==> config.mk <==
export PLATFORM = sky130hd
export DESIGN_NAME = psum_ofifo
export DESIGN_NICKNAME = d
export VERILOG_FILES = /design/src/rtl/psum_ofifo.sv
export SDC_FILE = /design/constraint.sdc
export NUM_CORES = 2
export LEC_CHECK = 0
export ABC_CLOCK_PERIOD_IN_PS = 7200
export BUFFER_PORTS_ARGS = -buffer_cell sky130_fd_sc_hd__buf_2
export CAP_MARGIN = 40
export CORE_MARGIN = 2
export CORE_UTILIZATION = 50
export CTS_BUF_LIST = sky130_fd_sc_hd__clkbuf_4 sky130_fd_sc_hd__clkbuf_8
export DETAILED_ROUTE_END_ITERATION = 7
export PLACE_DENSITY = 0.77
export REMOVE_ABC_BUFFERS = 1
export SYNTH_ARGS = -nofsm -noshare
export SYNTH_HDL_FRONTEND = slang
export SYNTH_SLANG_ARGS = --single-unit
export TNS_END_PERCENT = 20
==> constraint.sdc <==
create_clock -name clk -period 7.2 [get_ports clk]
set_clock_uncertainty 0.1 [all_clocks]
set_input_delay 1.08 -clock clk [delete_from_list [all_inputs] [get_ports clk]]
set_output_delay 1.08 -clock clk [all_outputs]
set_load 0.01 [all_outputs]
==> src/rtl/psum_ofifo.sv <==
// Output-side psum collector: one ring-buffer lane per MAC column, written independently,
// read out as a whole row once every lane holds data.
module psum_ofifo #(
   parameter int col     = 8,
   parameter int bw_psum = 22,
   parameter int depth   = 16,
   parameter int aw      = 4
) (
   input  logic                     clk,
   input  logic                     reset,
   input  logic [col-1:0]           wr,
   input  logic [col*bw_psum-1:0]   in,
   input  logic                     rd,
   output logic [col*bw_psum-1:0]   out,
   output logic                     o_valid,
   output logic                     o_full,
   output logic                     o_ready,
   output logic                     o_ovf,
   output logic                     o_unf
);

   localparam logic [aw:0] ptr_one = {{aw{1'b0}}, 1'b1};

   // Rows always pop as a unit, so every lane's read pointer is identical: keep just one.
   logic [aw:0]    rptr;
   logic [col-1:0] lane_empty;
   logic [col-1:0] lane_full;
   logic [col-1:0] lane_acc;
   logic [col-1:0] lane_drop;
   logic           pop;
   logic           ovf_r;
   logic           unf_r;

   assign o_valid = ~|lane_empty;
   assign o_full  = |lane_full;
   assign o_ready = ~o_full;
   assign pop     = rd & o_valid;
   assign o_ovf   = ovf_r;
   assign o_unf   = unf_r;

   for (genvar i = 0; i < col; i++) begin : g_lane
      logic signed [bw_psum-1:0] mem [depth];
      logic [aw:0]               wptr;

      assign lane_empty[i] = (wptr == rptr);
      assign lane_full[i]  = (wptr[aw-1:0] == rptr[aw-1:0]) && (wptr[aw] != rptr[aw]);
      // A pop in the same cycle frees the head slot, which is exactly where a full lane writes.
      assign lane_acc[i]   = wr[i] & (~lane_full[i] | pop);
      assign lane_drop[i]  = wr[i] & lane_full[i] & ~pop;

      always_ff @(posedge clk) begin
         if (reset)
            wptr <= '0;
         else if (lane_acc[i])
            wptr <= wptr + ptr_one;
      end

      always_ff @(posedge clk) begin
         if (lane_acc[i])
            mem[wptr[aw-1:0]] <= in[i*bw_psum +: bw_psum];
      end

      assign out[i*bw_psum +: bw_psum] = mem[rptr[aw-1:0]];
   end

   always_ff @(posedge clk) begin
      if (reset)
         rptr <= '0;
      else if (pop)
         rptr <= rptr + ptr_one;
   end

   always_ff @(posedge clk) begin
      if (reset) begin
         ovf_r <= 1'b0;
         unf_r <= 1'b0;
      end else begin
         if (|lane_drop)
            ovf_r <= 1'b1;
         if (rd & ~o_valid)
            unf_r <= 1'b1;
      end
   end

endmodule

# After elaboration in Yosys (flattened, before gate mapping)
# Memory sizes are Yosys's and may differ from the RTL's. A register that Yosys moved wholly into a read port is not among the register bits.
# Index checks and enable logic that the tools add are counted.
# op_classes
addsub	9
reduce_logical	12
bitwise_logic	44
n_mux	32
eq_ne	24
# op_table
op	n
$mux W4	16
$add A5 B1 Y5 const B	9
$eq A5 B5 Y1	8
$eq A4 B4 Y1	8
$and A1 B1 Y1	26
$reduce_or A8 Y1	3
$mux W1	16
$not A1 Y1	10
$logic_and A1 B1 Y1	8
$ne A1 B1 Y1	8
$or A1 B1 Y1	8
$logic_not A1 Y1	1
# totals
n_memories	8
input_bits	187
out_inout_bits	181
ff_bits	47
ramBits	2816
elab_cells	140
# mem_list
memory	depth	word_bits	read_ports	rd_ports_with_merged_regs	write_ports	line_no	source
g_lane[0].mem	16	22	1	1	1	42	logic signed [bw_psum-1:0] mem [depth];
g_lane[1].mem	16	22	1	1	1	42	
g_lane[2].mem	16	22	1	1	1	42	
g_lane[3].mem	16	22	1	1	1	42	
g_lane[4].mem	16	22	1	1	1	42	
g_lane[5].mem	16	22	1	1	1	42	
+2 memories	n/a	n/a	n/a	n/a	n/a	n/a	

# Logic depth before layout (Yosys ltp)
# depth
depth_word	8
depth_mapped	11
mapped_depth_nobuf	7

# Worst setup path after synthesis
# No wires, ideal clock.
# synth_timing
path_type	flip-flop to flip-flop
startpoint	register rptr[0]
endpoint	memory g_lane[0].mem[3][0], enable pin
path_stages_with_launch	11
arrival_time_ns	3.341
required_ns	6.671
period_less_slack_ns	3.870
path_buffers	3
slack_ns	3.330
setup_ns	0.429
path_cell_list	dfxtp_1 > buf_4 > xnor2_1 > nand4_1 > o22ai_1 > nor4_4 > and2_4 > buf_12 > buf_12 > o21bai_2 > nor3_1
# synth_via
elab_chain_len	8
elab_cells_between_ends	18
classes_between	9 x eq/ne; 2 x mux; 4 x bitwise; 3 x reduce/logical
# synth_lines
element	line_no	source
from (decl)	25	logic [aw:0] rptr;
from (signal assigned)	70	rptr <= rptr + ptr_one;
$eq A5 B5 Y1	45	assign lane_empty[i] = (wptr == rptr);
$reduce_or A8 Y1 *	34	assign o_valid = ~|lane_empty;
$logic_not A1 Y1 *	34	
net o_valid	15	output logic o_valid,
$and A1 B1 Y1 *	37	assign pop = rd & o_valid;
$or A1 B1 Y1 *	48	assign lane_acc[i] = wr[i] & (~lane_full[i] | pop);
$and A1 B1 Y1 *	48	
$mux W1 *	59	if (lane_acc[i])
$mux W1 (implied by the code) *	60	mem[wptr[aw-1:0]] <= in[i*bw_psum +: bw_psum];
to (decl)	42	
# Mark *: on every way through the listed nets, which the timed path passes. The rest lies on a longest branch.

==> results.yml <==
pwr:
  total_power_mw: 32.4
  p_leak_nw: 38.3
  power.density_nw_per_um2: 258
  ir_drop_mv: 0.202
final_layout:
  fin_cells: 8711
  nets: 5620
  multi_input_area_um2: 24200
  regArea_um2: 85600
  area_growth_syn_to_layout_pct: 13.5
  drive_above_1_share_pct: 39.2
  fin_area_um2: 126000
  n_fill_cell: 15500
synth:
  ys_warn_count: 0
  synth_top_cell_area_share_pct: 76.4
  ys.flop_type: "edfxtp_1"
  ys_types: 47
  syn_area_um2: 111000
  ys_top_cells_by_count: "edfxtp_1 (2816), mux4_2 (856), clkbuf_1 (169)"
  syn_area_per_cell_um2: 23.7
  ys_seq_elements: 2867
  synthTopCellsByArea: "edfxtp_1 (76%), mux4_2 (17%), dfxtp_1 (0.92%), clkbuf_1 (0.57%), ha_1 (0.37%)"
  yosys.area.top_type: "edfxtp_1"
  synth_edf_count: 2816
  synthCells: 4676
  synthArstFlopShare_pct: 0
  yosys.cell_count.top_type: "edfxtp_1"
  ys_seq_area_share_pct: 77.3
timing:
  tightest_slew_ns: 0.951
  fin_ws_ns: 2.08
  min_period_ns: 5.12
  report.final.slew_viol_count: 0
  rsz0062_at_grt: "no"
  finalSetupViolCount: 0
  fmax_mhz: 195
  timing_hold_violations_final: 0
  slew_headroom_pct: 36.6
  post-route-period-util_pct: 71.1
worst_setup_path:
  worstPathMaxFanout: 91
  required_ns: 6.02
  endpoint_kind: "output pin"
  crit_arrival_ns: 3.94
  critical_path_class: "flip-flop to output pin"
  setup.worst_path.start_class: "flip-flop"
detailed_routing:
  drcViolationCount: 0
  ant_nets: 0
  avgViaCountPerCell: 5.99
  drt_iter0_markers: 5364
  vias: 52100
  drt_wl_total_mm: 242
  routedWlPerCell_um: 27.8
  drt_first_pass_iters: 7
floorplanning:
  std_cell_rows: 172
  io_pins: 368
  dieArea_um2: 225000
  die_w_um: 475
  start_util_pct: 50.3
  core_area_um2: 220000
  die_h_um: 475
clocking:
  postCtsSetupRepairBufs: 0
  hold_buffers: 0
  clk-insertion-delay-late_ns: 1.11
  cts-resized-gates: 0
  h-tree-depth: 5
  cts_inserted_buffers: 450
  cts-root-buf: "clkbuf_8"
  path_clk_slew_ns: 0.06
  clk_path_buf_depth: 4
  cts_tree: "built"
  cts_sinks: 2867
place:
  place_worst_setup_slack_ns: 2.76
  placed_area_um2: 117000
  dpl.hpwl_mm: 133
  portBuffers: 367
  place_congestion: 0.745
  place_inst: 7906
global_routing:
  grt_pass1_wl_mm: 355
  grt_pass1_vias: 54000
  grt_usage_pct: 21.5
  grt_overflow: 0
  grt_max_degree: 141
  antenna_found_initial: 55
outcome:
  outcome: "completed"
worst_hold_path:
  hold_path.class: "primary input to flip-flop"
job:
  cap_viol_max_count: 0
state kept, by name, indices dropped and copies added, names as in the netlist, named ones only:
register	count
g_lane.wptr	40
o_unf	1
o_ovf	1
rptr	5
g_lane.mem	2816
cells in the final DEF, fill, tap and decap left out, types with 25 or more instances in the layout:
cell type	Yosys	final
edfxtp_1	2816	2816
mux4_2	856	856
clkbuf_8	0	452
buf_2	66	367
buf_4	4	157
clkbuf_4	0	150
clkinv_1	0	111
nand2_1	96	96
nor2_2	0	93
dfxtp_1	51	47
clkinv_2	0	45
a21oi_1	42	42
xnor2_1	33	33
ha_1	33	33
nor3_4	0	31
o311ai_1	27	27
inv_1	26	26
nand2b_1	25	25
cells by family (layout without fill, tap and decap cells):
group	count (synthesis)	in the layout	synth area share [%]
xor gates and xnor gates	44	44	0.348
other	0	20	0
AOI/OAI and AO/OA	188	188	1.44
and+or+nand+nor	364	364	1.69
adders and majority gates	33	33	0.373
DFF	2867	2867	77.3
buffers and inverters	300	1357	1.21
muxes	880	880	17.6
through the flow:
| stage | hold slack (ns) | TNS, ns | utilization (%) |
|---|---|---|---|
| 2_1_floorplan | 0.402 | -4271.37 | - |
| 5_1_grt | 0.118 | 0 | 57.1 |
| 3_5_place_dp | 0.356 | 0 | 53.2 |
| 3_3_place_gp | 0.348 | 0 | 53.2 |
| 4_1_cts | 0.0752 | 0 | 57.1 |
| 6_report | 0.184 | 0 | 57.1 |
where the power goes:
part / leakage, nW / internal (mW) / switching (mW)
clock network: 4.48 / 6.98 / 6.02
logic: 7.97 / 0.283 / 0.580
registers: 25.9 / 18.5 / 0.0544
total: 38.3 / 25.8 / 6.66
area by class of cell:
| type | instances | share of cell area [%] |
|---|---|---|
| timing repair buffer | 545 | 2.76 |
| tap | 2958 | 2.95 |
| inverter | 27 | 0.0807 |
| multi-input combinational | 1509 | 19.3 |
| antenna | 20 | 0.0398 |
| clock buffer | 602 | 5.85 |
| sequential | 2867 | 68.1 |
| clock inverter | 183 | 0.892 |
layer usage:
metal | global-route usage (%) | vias up | share of wire, %
met3 | 4.48 | 494 | 8.1
met5 | 0 | - | 0.11
met1 | 29.1 | 27700 | 39
met2 | 35.4 | 2331 | 50
met4 | 7.09 | 48 | 2.8
li1 | - | 21600 | -
worst paths after layout:
kind / start / endpoint / slack (ns) / depth (start not counted)
max: flip-flop / out[161] / 2.08 / 5
min: rd / o_unf / 0.18 / 3
max reg2reg: g_lane[5].wptr[3] / g_lane[1].mem[14][11] / 2.78 / 9
min reg2reg: o_ovf / o_ovf / 0.37 / 1
critical path, cell delays in order (launching register included):
cell,delay (ns)
dfxtp_4,0.62
buf_12,0.28
buf_12,0.59
mux4_2,0.61
mux4_2,0.53
buf_2,0.16
No activity file was read; power rests on OpenSTA's default activity.
